==> src/rtl/mem_arb_pkg.sv <==
// Shared types for the memory fill arbiter.
//   arb_state_e : arbiter FSM states
//   fill_tgt_e  : which cache a block fill is steered to
//   idx_width   : bits needed for a word index within a block
//   blk_bits    : low byte-address bits cleared to form a block base
package mem_arb_pkg;

  typedef enum logic [1:0] {IDLE, FILL_I, FILL_D, WRITE} arb_state_e;

  typedef enum logic {TGT_I, TGT_D} fill_tgt_e;

  function automatic int idx_width(input int words);
    return $clog2(words);
  endfunction

  // Word addresses are 2-byte aligned, so a block spans words*2 bytes.
  function automatic int blk_bits(input int words);
    return $clog2(words) + 1;
  endfunction

endpackage

==> src/rtl/mem_fill_arbiter_fill_counter.sv <==
// Block-fill sequencing counters.
//   clk, rst      : clock, async active-high reset
//   clr           : hold both counters at zero (arbiter not filling)
//   issue_en      : fill in progress, advance the issue counter
//   ret_en        : a read word returned this cycle
//   base          : block base byte address
//   issue_active  : reads still to issue for this block
//   issue_addr    : address of the read issued this cycle
//   ret_idx       : word slot of the word returning this cycle
//   ret_last      : the returning word is the last of the block
module fill_counter
  import mem_arb_pkg::*;
#(
  parameter int IDX_W  = 3,
  parameter int ADDR_W = 16
) (
  input  logic              clk,
  input  logic              rst,
  input  logic              clr,
  input  logic              issue_en,
  input  logic              ret_en,
  input  logic [ADDR_W-1:0] base,
  output logic              issue_active,
  output logic [ADDR_W-1:0] issue_addr,
  output logic [IDX_W-1:0]  ret_idx,
  output logic              ret_last
);

  // Extra MSB on the issue counter marks "all reads issued" so issue stops
  // after the wrap instead of re-reading the block.
  logic [IDX_W:0]   issue_cnt;
  logic [IDX_W-1:0] ret_cnt;

  always_ff @(posedge clk or posedge rst) begin
    if (rst) begin
      issue_cnt <= '0;
      ret_cnt   <= '0;
    end else if (clr) begin
      issue_cnt <= '0;
      ret_cnt   <= '0;
    end else begin
      if (issue_en && issue_active) issue_cnt <= issue_cnt + 1'b1;
      if (ret_en)                   ret_cnt   <= ret_cnt + 1'b1;
    end
  end

  assign issue_active = ~issue_cnt[IDX_W];
  assign issue_addr   = base + ADDR_W'({issue_cnt[IDX_W-1:0], 1'b0});
  assign ret_idx      = ret_cnt;
  assign ret_last     = &ret_cnt;

endmodule

==> src/rtl/mem_fill_arbiter.sv <==
// Arbiter / block-fill controller for the single-ported main memory.
// Serves I-cache misses, D-cache misses and D-side write-through stores.
//   clk, rst                     : clock, async active-high reset
//   icache_miss/_addr            : I miss request, held until icache_fill_done
//   dcache_miss/_addr            : D miss request, held until dcache_fill_done
//   dcache_wr_req/_addr/_data    : store request, held until dcache_wr_ack
//   mem_data_valid, mem_data_in  : read return from memory
//   mem_en/_wr/_addr/_data_out   : memory access port
//   fill_data, fill_word_idx     : returned word and its slot, to both caches
//   {i,d}cache_fill_valid/_done  : per-cache write strobe / last-word pulse
//   dcache_wr_ack                : store issued this cycle
//   {i,d}cache_busy              : arbiter currently serving that side
module mem_fill_arbiter
  import mem_arb_pkg::*;
#(
  parameter int WORDS_PER_BLOCK = 8,
  parameter int ADDR_W          = 16,
  parameter int DATA_W          = 16
) (
  input  logic                               clk,
  input  logic                               rst,
  input  logic                               icache_miss,
  input  logic [ADDR_W-1:0]                  icache_miss_addr,
  input  logic                               dcache_miss,
  input  logic [ADDR_W-1:0]                  dcache_miss_addr,
  input  logic                               dcache_wr_req,
  input  logic [ADDR_W-1:0]                  dcache_wr_addr,
  input  logic [DATA_W-1:0]                  dcache_wr_data,
  input  logic                               mem_data_valid,
  input  logic [DATA_W-1:0]                  mem_data_in,
  output logic                               mem_en,
  output logic                               mem_wr,
  output logic [ADDR_W-1:0]                  mem_addr,
  output logic [DATA_W-1:0]                  mem_data_out,
  output logic [DATA_W-1:0]                  fill_data,
  output logic [$clog2(WORDS_PER_BLOCK)-1:0] fill_word_idx,
  output logic                               icache_fill_valid,
  output logic                               dcache_fill_valid,
  output logic                               icache_fill_done,
  output logic                               dcache_fill_done,
  output logic                               dcache_wr_ack,
  output logic                               icache_busy,
  output logic                               dcache_busy
);

  localparam int IDX_W = idx_width(WORDS_PER_BLOCK);
  localparam logic [ADDR_W-1:0] BASE_MASK =
    ~((ADDR_W'(1) << blk_bits(WORDS_PER_BLOCK)) - ADDR_W'(1));

  arb_state_e        state;
  fill_tgt_e         tgt;
  logic [ADDR_W-1:0] base;
  logic [ADDR_W-1:0] wr_addr_q;
  logic [DATA_W-1:0] wr_data_q;

  logic              in_fill, ret_en, fill_last;
  logic              issue_active, ret_last;
  logic [ADDR_W-1:0] issue_addr;
  logic [IDX_W-1:0]  ret_idx;

  assign in_fill   = (state == FILL_I) || (state == FILL_D);
  assign tgt       = (state == FILL_D) ? TGT_D : TGT_I;
  // Returns outside a fill (idle, store, or after a reset) are dropped here.
  assign ret_en    = in_fill && mem_data_valid;
  assign fill_last = ret_en && ret_last;

  fill_counter #(.IDX_W(IDX_W), .ADDR_W(ADDR_W)) u_cnt (
    .clk         (clk),
    .rst         (rst),
    .clr         (!in_fill),
    .issue_en    (in_fill),
    .ret_en      (ret_en),
    .base        (base),
    .issue_active(issue_active),
    .issue_addr  (issue_addr),
    .ret_idx     (ret_idx),
    .ret_last    (ret_last)
  );

  // Store address/data are captured at grant so mem_* never depends
  // combinationally on the request inputs.
  always_ff @(posedge clk or posedge rst) begin
    if (rst) begin
      state     <= IDLE;
      base      <= '0;
      wr_addr_q <= '0;
      wr_data_q <= '0;
    end else begin
      case (state)
        IDLE: begin
          // D side first: it belongs to the older instruction.
          if (dcache_miss) begin
            state <= FILL_D;
            base  <= dcache_miss_addr & BASE_MASK;
          end else if (dcache_wr_req) begin
            state     <= WRITE;
            wr_addr_q <= dcache_wr_addr;
            wr_data_q <= dcache_wr_data;
          end else if (icache_miss) begin
            state <= FILL_I;
            base  <= icache_miss_addr & BASE_MASK;
          end
        end
        FILL_I, FILL_D: if (fill_last) state <= IDLE;
        WRITE:          state <= IDLE;
        default:        state <= IDLE;
      endcase
    end
  end

  assign mem_en        = (in_fill && issue_active) || (state == WRITE);
  assign mem_wr        = (state == WRITE);
  assign mem_addr      = (state == WRITE)            ? wr_addr_q  :
                         (in_fill && issue_active)   ? issue_addr : '0;
  assign mem_data_out  = (state == WRITE) ? wr_data_q : '0;

  assign fill_data         = ret_en ? mem_data_in : '0;
  assign fill_word_idx     = in_fill ? ret_idx : '0;
  assign icache_fill_valid = ret_en && (tgt == TGT_I);
  assign dcache_fill_valid = ret_en && (tgt == TGT_D);
  assign icache_fill_done  = fill_last && (tgt == TGT_I);
  assign dcache_fill_done  = fill_last && (tgt == TGT_D);
  assign dcache_wr_ack     = (state == WRITE);
  assign icache_busy       = (state == FILL_I);
  assign dcache_busy       = (state == FILL_D) || (state == WRITE);

endmodule
==> config.mk <==
export PLATFORM = sky130hd
export DESIGN_NAME = mem_fill_arbiter
export DESIGN_NICKNAME = d
export VERILOG_FILES = /design/src/rtl/mem_arb_pkg.sv /design/src/rtl/mem_fill_arbiter_fill_counter.sv /design/src/rtl/mem_fill_arbiter.sv
export SDC_FILE = /design/constraint.sdc
export NUM_CORES = 1
export LEC_CHECK = 0
export ABC_AREA = 1
export BUFFER_PORTS_ARGS = -buffer_cell sky130_fd_sc_hd__buf_2
export CORE_ASPECT_RATIO = 1.5
export CORE_UTILIZATION = 26
export CTS_CLUSTER_DIAMETER = 150
export DETAILED_ROUTE_END_ITERATION = 12
export GPL_ROUTABILITY_DRIVEN = 1
export PLACE_DENSITY = 0.53
export SYNTH_ARGS = -nofsm -noshare
export SYNTH_HDL_FRONTEND = slang
export SYNTH_SLANG_ARGS = --single-unit
export TNS_END_PERCENT = 30
==> constraint.sdc <==
create_clock -name clk -period 1.5 [get_ports clk]
set_input_delay 0.075 -clock clk [delete_from_list [all_inputs] [get_ports clk]]
set_output_delay 0.075 -clock clk [all_outputs]
set_load 0.01 [all_outputs]
# After elaboration in Yosys (flattened, before gate mapping)
# Cells that the tools add are included.
# totals
reg_bits	57
in_bits	86
# classes
add_sub_neg	3
eq_ne	8
mux	18
bitwise_logic	3
n_reduce_logical	17
# op_table
cell	n
$mux 16	7
$add 16x4->16	1
$mux 3	3
$reduce_and 3->1	3
$mux 2	4
$mux 4	2
$logic_and 1x1->1	7
$pmux 2 s3	1
$add 4x1->4 const B	1
$eq 2x2->1 const B	2
$ne 2x1->1 const B	2
$ne 2x2->1 const B	2
$ne 4x4->1 const B	1
$add 3x1->3 const B	1
$logic_or 1x1->1	3
$not 1->1	3
$eq 2x1->1 const B	1
$logic_not 2->1	1
$reduce_and 2->1	1
$reduce_bool 2->1	1
$reduce_or 2->1	1
$mux 1	1

# Depth between registers and ports, before layout
# Gate-level depths: netlist of run 1.
# logic_depth
word_depth	6
depth_mapped	8
ltp_nobuf	8

# Cells and area by module
# A second synthesis of run 1 with hierarchy kept.
# unflattened
cells_unflattened	530
area_unflattened_um2	3460.8
# by_module_without_submodules
module	instances	cells_each	area_per_inst_um2
mem_fill_arbiter	1	399	2627.5
fill_counter	1	131	833.3

# Worst setup path before layout of run 1
# OpenSTA, ideal clock, no wires.
# synth_path
kind	register -> output
startpoint	register state[0]
endpoint	output mem_addr[10]
arrival_time_ns	1.474
required_time_ns	1.425
slack_ns	-0.049
stages_incl_launch_ff	7
path_buffers	2
path_cell_list	dfrtp_1 -> ha_1 -> clkbuf_1 -> inv_1 -> buf_2 -> nand2_1 -> o21ai_0
# synth_via
word_cells_on_any_way	7
classes_between	eq/ne (3); mux (2); reduce/logical (2)
# synth_rtl
item	line_no	rtl
start: declaration	mem_fill_arbiter.sv:50	arb_state_e state;
start signal: assignment	mem_fill_arbiter.sv:84	state <= IDLE;
start signal: assignment	mem_fill_arbiter.sv:93	state <= FILL_D;
start signal: assignment	mem_fill_arbiter.sv:96	state <= WRITE;
$eq 2x2->1	--	
via dcache_wr_ack	mem_fill_arbiter.sv:41	output logic dcache_wr_ack,
$mux 16	mem_fill_arbiter.sv:113	assign mem_addr = (state == WRITE) ? wr_addr_q :
end: declaration	mem_fill_arbiter.sv:33	output logic [ADDR_W-1:0] mem_addr,
# The timed path passes the listed nets, and every way through them passes these cells.

# Worst setup path in the final report of run 1
# layout_path
startpoint	register state[0]
endpoint	output mem_addr[4]
# layout_via
elab_chain_len	5
word_cells_on_any_way	7
classes_between	eq/ne (3); mux (2); reduce/logical (2)
# layout_rtl
item	line_no	rtl
$eq 2x1->1 / $eq 2x2->1 (equally long branches)	mem_fill_arbiter.sv:61	assign in_fill = (state == FILL_I) || (state == FILL_D);
$logic_or 1x1->1	mem_fill_arbiter.sv:61	
$logic_and 1x1->1	mem_fill_arbiter.sv:114	(in_fill && issue_active) ? issue_addr : '0;
$mux 16	mem_fill_arbiter.sv:114	
$mux 16 (*)	mem_fill_arbiter.sv:113	
# Every way passes the cells marked *; elsewhere a longest branch is shown, timed or not.

==> metrics.md, run 1 <==
| Metric | Value |
|---|---|
| Fin util | 40.6% |
| RSZ-0062 raised after global routing | yes |
| CTS clk-pin slew, worst paths | 70 ps |
| WP depth | 7 |
| Non-Filler Instances | 729 |
| Logic gate share of total power | 50.6% |
| Post-route setup slack | -138 ps |
| Global Route Usage Sum | 15.7% |
| Number of global-route vias before repair | between 3,000 and 4,000 |
| Tightest Pin Transition | 418 ps |
| Failing checks | setup timing |
| CP required | 1420 ps |
| Reg2Reg Depth | 9 |
| Die W | 88.8 um |
| Final period util | 109% |
| Register area share after synthesis | 45.1% |
| Leakage dissipation | 2.68 nW |
| CTS tree | built |
| TritonCTS Buffers | 5 |
| H-tree Lvls | 2 |
| CP Launch Type | register |
| Vias per inst | 4.41 |
| Dominant cell type by area after synthesis | dfrtp_1 |
| Placement Setup Slack | 0.849 ps |
| CP bufs+invs | 4 |
| Top cells by area, synth | dfrtp_1 45%, nand2_1 24%, nand3_1 9.0%, inv_1 6.3%, nor2_1 3.2% |
| Yosys warning count | 0 |
| Core area | 11,000 sq um |
| Post-synth top area share | 45.1% |
| Area Overhead vs Synth | 51.7% |
| DP Area | 3880 sq um |
| Row count | 47 |
| Detail Placement HPWL | 6490 um |
| Final setup fails | 57 |
| Layout cells sized above 1 | 37.5% |
| Wire length on met2 | 5120 um |
| Final hold slack | 8.68 ps |
| CP cell instances | buf_4 > ha_4 > inv_6 > buf_4 > nand2_1 > o21ai_1 > buf_2 |
| Pre-antenna DRT Iters | 4 |
| Sequential Power Share | 30.8% |
| Initial Utilization | 26.7% |
| Placer Congestion | 0.771 |
| FF+latch count, synth | 53 |
| Hold Crit Depth | 3 |
| Max IR drop VDD | 0.692 mV |
| # port buffers | 137 |
| Number of max-cap violations | 0 |
| Max stage delay on crit path | 390 ps |
| CTS Buffer Depth | 2 |
| Post-route setup TNS | -5220 ps |
| Relative slew slack | 72.1% |
| Fin. max-slew vios | 0 |
| Crit-path max FO | 6 |
| Topmost layer with routed signal wires | met4 |
| Vias | 3,212 |
| Count of cell types in the netlist | 16 |
| Critical Path AT | 1560 ps |
| Final Total Pwr | 7.94 mW |
| Largest net degree at the start of global routing | 54 |
| Most used cell, CP | buf_4 |
| Fmax | slightly above 600 MHz |
| Met3 WL post-DR | around 300 um |
| Post-synthesis cell count | 429 |
| Minimum clock period | ~1600 ps |
| FILL cells | approximately 1,200 |
| Global-route wire length before repair | 14,500 um |
| Critical path type | register to primary output |
| Mean post-synth cell area | 6.86 sq um |
| Fin. Hold Viols | 0 |
| WL final | 9050 um |
| Pwr/cell area | 1780 nW/um^2 |
| Skew-Pair Late Insertion Delay | 290 ps |
| Layout net count | 673 |
| Post-route DRC violation count | 0 |
| Gr ovfl total | 0 |
| Die Ht | 132 um |
| Antenna violations before repair | 1 |
| Outcome | finished with violations |
| Worst min-delay path class | input port to register |
| Multi-input gate area | 1460 sq um |
| TritonCTS sink count | 53 |
| CP top delay family | buffers and inverters |
| DRT met1 WL | 3510 um |
| Critical Path Slowest Stage Cell | dfrtp_1 |
| Die area | ~12,000 sq um |
| Iteration-0 DRC Markers | 88 |
| Net Count, Synth | 522 |
| Drt wl/cell | 12.4 um |
| # placed instances | 708 |
| Switching power | 3.10 mW |
| Clock power frac | 18.6% |
| Design area | 4460 sq um |
| Internal Dissipation | approximately 4.8 mW |
| Switching Share | 39.1% |
| Final ANT Viol Nets | 0 |
| Root Driver | clkbuf_16 |
| Register area | 1330 sq um |
| Clock Skew | 3.72 ps |
| Crit. End Element | primary output |
| Mapped cell area | 2940 sq um |
| IO Count | between 100 and 150 |
## cell families after synthesis
group	synth area share [%]
AND/OR/NAND/NOR	37.5
buffers and inverters	10.6
flip-flops	45.1
AO/OA/AOI/OAI	3.87
adder cells (fa/ha/maj)	2.98
## power by group through the flow
stage | Sequential, mW | Combinational [mW] | Clock, mW
after global routing | 2.52 | 4.47 | 1.57
after CTS | 2.44 | 3.80 | 1.53
after floorplan | 2.36 | 1.93 | 0
after detailed placement | 2.47 | 3.19 | 0
final | 2.45 | 4.01 | 1.47
after global placement | 2.45 | 3.12 | 0
## worst min-delay path: cells and delay by family
kind                   cells  cell delay (ps)
buffers and inverters      1               70
AND/OR/NAND/NOR            2              120
## registers in the layout (all words and copies together), names as in the netlist
name / count
wr_addr_q: 16
u_cnt.ret_idx: 3
u_cnt.issue_cnt: 4
wr_data_q: 16
base: 12
state: 2
## cells in the final DEF (no fill, tap or decap)
cell type and n:
dlygate4sd3_1 2, nand3_1 53, dfrtp_1 53, clkbuf_16 5, buf_2 131, nor2_2 14, inv_6 1, o21ai_2 8
ha_4 3, nand2_4 1, or2_2 1, nand2_2 4, inv_4 1, bufinv_16 2, clkinv_2 1, diode_2 1
buf_12 6, nand2_1 186, o21ai_0 3, buf_6 12, buf_4 15, inv_2 5, ha_1 4, inv_1 44
o21ai_1 8, buf_16 2, nor2_1 7, a21oi_1 3, nand2_8 1, nor2_4 5
## cell usage after synthesis (all sizes together)
library cell	instances
o21ai	19
nor2	26
clkbuf	8
nand3	53
nand2	192
or2	1
ha	7
a21oi	3
dfrtp	53
buf	16
inv	51
## layout make-up
| class | count | area share [%] |
|---|---|---|
| flip-flops and latches | 53 | 29.7 |
| diodes | 1 | 0.0561 |
| clock inverters | 3 | 1.46 |
| well taps | 147 | 4.12 |
| multi-input cells | 301 | 32.8 |
| clock buffers | 5 | 2.80 |
| repair buffers | 168 | 24.6 |
| inverters | 51 | 4.46 |
## path summary, 6_finish.rpt
| check | start | endpoint | slack [ps] |
|---|---|---|---|
| setup / recovery | state[0] | mem_addr[4] | -140 |
| hold / removal | dcache_wr_data[12] | wr_data_q[12] | 9 |
| setup reg to reg | state[0] | state[0] | 50 |
| hold reg to reg | wr_addr_q[4] | wr_addr_q[4] | 470 |
| max in group asynchronous | rst | base[13] | 860 |
| min in group asynchronous | rst | wr_data_q[5] | 370 |
## per-layer routing
layer / up-vias / track usage [%]
met2: 65 / 30.4
li1: 1608 / -
met5: - / 0
met3: 11 / 2.19
met1: 1528 / 16.8
met4: 0 / 4.93
## repair_timing
| item | in CTS | in global routing |
|---|---|---|
| setup buffers | 7 | 1 |
| setup endpoints to repair | 62 | 62 |
| pin swaps | 2 | 2 |
| gates cloned | 2 | 0 |
| endpoints found under the hold margin | 54 | 0 |
| resized for setup | 47 | 31 |
| hold buffers | 2 | 0 |
Note: power is estimated with default switching activity, not from simulation.
==> run 2, diff against run 1 <==
- clock period: 1.5 -> 2.1 ns (I/O delays scaled with it)
==> run 2 against run 1 <==
Compared with the run above:
- the run now ends clean
- clock power decreased by 29%
- non-clock buffer count shrank 23
- setup slack gained 230 ps
- sequential share of layout area is 3.8 points higher
- combinational power is 50% lower
- global-route usage decreased by 0.50 points
- critical endpoint is now mem_addr[14]
- largest cell class is now sequential cells
==> metrics.md, run 2 (synthesized netlist as in run 1, its figures left out) <==
| Metric | Value |
|---|---|
| Number of max-cap violations | 0 (unchanged) |
| M1 GR Usage | 17.7% (+0.90 points) |
| Sequential Power Share | 36.2% (+5.4 points) |
| Max stage delay on crit path | 420 ps (+30 ps) |
| FILL cells | 1,216 (+2.7%) |
| Row count | 47 (unchanged) |
| Diodes inserted | 0 (-1) |
| Global-route wire length before repair | 13,900 um (-3.8%) |
| DP Area | 3760 sq um (-3.3%) |
| Tightest Pin Transition | 649 ps (+231 ps) |
| Initial Utilization | 26.7% (unchanged) |
| TritonCTS Buffers | 5 (unchanged) |
| Leakage dissipation | 2.51 nW (-6.5%) |
| Design area | 3960 sq um (-11%) |
| Number of global-route vias before repair | 3,012 (-5.3%) |
| CTS clk-pin slew, worst paths | 70 ps (about the same) |
| Core area | 11,000 sq um (unchanged) |
| Placer Congestion | 0.765 (-0.87%) |
| WL final | 8550 um (-5.6%) |
| Busiest grt layer | met2 |
| CP required | 2000 ps (+580 ps) |
| Antenna violations before repair | 0 (-1) |
| CTS Buffer Depth | 2 (unchanged) |
| Commonest non-fill, non-tap cell in the layout | nand2_1 |
| IO Count | 146 (unchanged) |
| TritonCTS sink count | 53 (unchanged) |
| Pwr/cell area | 1220 nW/um^2 (-32%) |
| Fmax | 498 MHz |
| Relative slew slack | 56.6% (-16 points) |
| Register area | 1330 sq um (unchanged) |
| Setup bufs post-CTS | 0 (-7) |
| Internal Dissipation | 2.90 mW (-40%) |
| Crit-path max FO | 16 (+10) |
| Root Driver | clkbuf_16 |
| Reg2Reg Depth | 7 (-2) |
| Die W | 88.8 um (unchanged) |
| CTS tree | built |
| Switching Share | 39.8% (+0.71 points) |
| Skew-Pair Late Insertion Delay | 290 ps (about the same) |
| Met3 Track Usage GR | 2.07% (-0.13 points) |
| Global Route Usage Sum | 15.2% (-0.50 points) |
| Final setup fails | 0 (-100%) |
| Max IR drop VDD | 0.504 mV (-27%) |
| Detail Placement HPWL | 6380 um (-1.6%) |
| Multi-input gate area | 1310 sq um (-11%) |
| Pre-antenna DRT Iters | 4 (unchanged) |
| Worst min-delay path class | input port to register |
| Die area | 11,800 sq um (unchanged) |
| Most frequent cells in the layout | 189 x nand2_1, 137 x buf_2, 53 x nand3_1, 53 x dfrtp_1, 48 x inv_1 |
| Layout net count | 650 (-3.4%) |
| Logic gate share of total power | 42.0% (-8.6 points) |
| Met2 Usage GRT | 28.1% (-2.3 points) |
| Clock power frac | 21.8% (+3.2 points) |
| Final Total Pwr | 4.82 mW (-39%) |
| Area Overhead vs Synth | 34.6% |
| Critical Path Slowest Stage Cell | dfrtp_1 |
| # port buffers | 137 (unchanged) |
| Final ANT Viol Nets | 0 (unchanged) |
| Post-route DRC violation count | 0 (unchanged) |
| Crit. End Element | primary output |
| RSZ-0062 raised after global routing | yes |
| Vias | 3,033 (-5.6%) |
| Die Ht | 132 um (unchanged) |
| H-tree Lvls | 2 (unchanged) |
| Gr ovfl total | 0 (unchanged) |
| Largest net degree at the start of global routing | 36 (-33%) |
| Switching power | 1.92 mW (-38%) |
| Minimum clock period | 2010 ps |
| Top flop regs | wr_addr_q x16, wr_data_q x16, base x12 |
| Fin. Hold Viols | 0 (unchanged) |
| CP Launch Type | register |
| Vias per inst | 4.30 (-2.4%) |
| Layout cells sized above 1 | 28.9% (-8.7 points) |
| Iteration-0 DRC Markers | 75 (-15%) |
| CP cell instances | ha_1 > inv_1 > nand2_1 > o21ai_0 > buf_2 |
| Clock Skew | 4.53 ps (+0.812 ps) |
| Critical path type | register to primary output |
| Final period util | between 90% and 100% |
| Outcome | finished clean |
| Critical Path AT | 1900 ps (+340 ps) |
| Fin. max-slew vios | 0 (unchanged) |
| Drt wl/cell | 12.1 um (-2.4%) |
| Hold Crit Depth | 3 (unchanged) |
==> run 2: changes by cell type in the layout (fill, tap and decap cells not counted), moves of 5 or more <==
cell and delta:
nor2_1 +18, buf_6 -12, buf_4 -9, buf_12 -5
buf_2 +6, nor2_2 -14, o21ai_1 -7, o21ai_0 +14
o21ai_2 -7
==> run 2: per-layer routing <==
layer | up-vias | routed length [um]
met5 | - | 0
met4 | 0 | 104
met3 | 8 | 303
met2 | 66 | 4630
met1 | 1404 | 3510
li1 | 1555 | -
==> run 2: through the flow <==
stage          cells  setup slack, ps  util (%)  TNS, ps  hold WS (ps)
2_1_floorplan    429              521         -        0           250
3_3_place_gp     696              429      34.2        0           200
3_5_place_dp     696              395      34.2        0           196
4_1_cts          705             81.0      36.0        0          32.4
5_1_grt          705            -14.3      36.0    -16.2          44.2
6_report         705             92.6      36.0        0          40.5
==> run 2: critical path, delay by kind of cell (launching register included) <==
kind	cells	cell delay, ps
AO/OA/AOI/OAI	1	310
adder cells (fa/ha/maj)	1	220
buffers and inverters	2	570
flip-flops	1	420
AND/OR/NAND/NOR	1	100
==> run 2: layout make-up <==
class / count / area share (%)
sequential: 53 / 33.5
tap: 147 / 4.65
multi-input combinational: 301 / 33.0
clock buffer: 5 / 3.16
timing repair buffer: 145 / 19.2
clock inverter: 3 / 1.64
inverter: 51 / 4.84
==> run 2: timing repair <==
item,CTS,global route
hold buffers,1,0
hold endpoints to repair,24,0
gates resized for setup,0,2
setup endpoints to repair,0,9
==> run 2: power by group through the flow <==
stage,combinational (mW),sequential [mW],clock (mW)
2_1_floorplan,1.38,1.69,0
3_3_place_gp,2.02,1.75,0
3_5_place_dp,2.05,1.77,0
4_1_cts,2.05,1.75,1.08
5_1_grt,2.35,1.82,1.12
6_report,2.02,1.75,1.05
==> run 2: final timing paths <==
| check | startpoint | to | slack, ps |
|---|---|---|---|
| worst max-delay path | state[0] | mem_addr[14] | 90 |
| worst min-delay path | dcache_wr_data[13] | wr_data_q[13] | 40 |
| worst max register to register | state[0] | wr_data_q[3] | 430 |
| worst min register to register | wr_addr_q[9] | wr_addr_q[9] | 470 |
| max in group asynchronous | rst | wr_data_q[4] | 1130 |
| min in group asynchronous | rst | wr_data_q[3] | 410 |
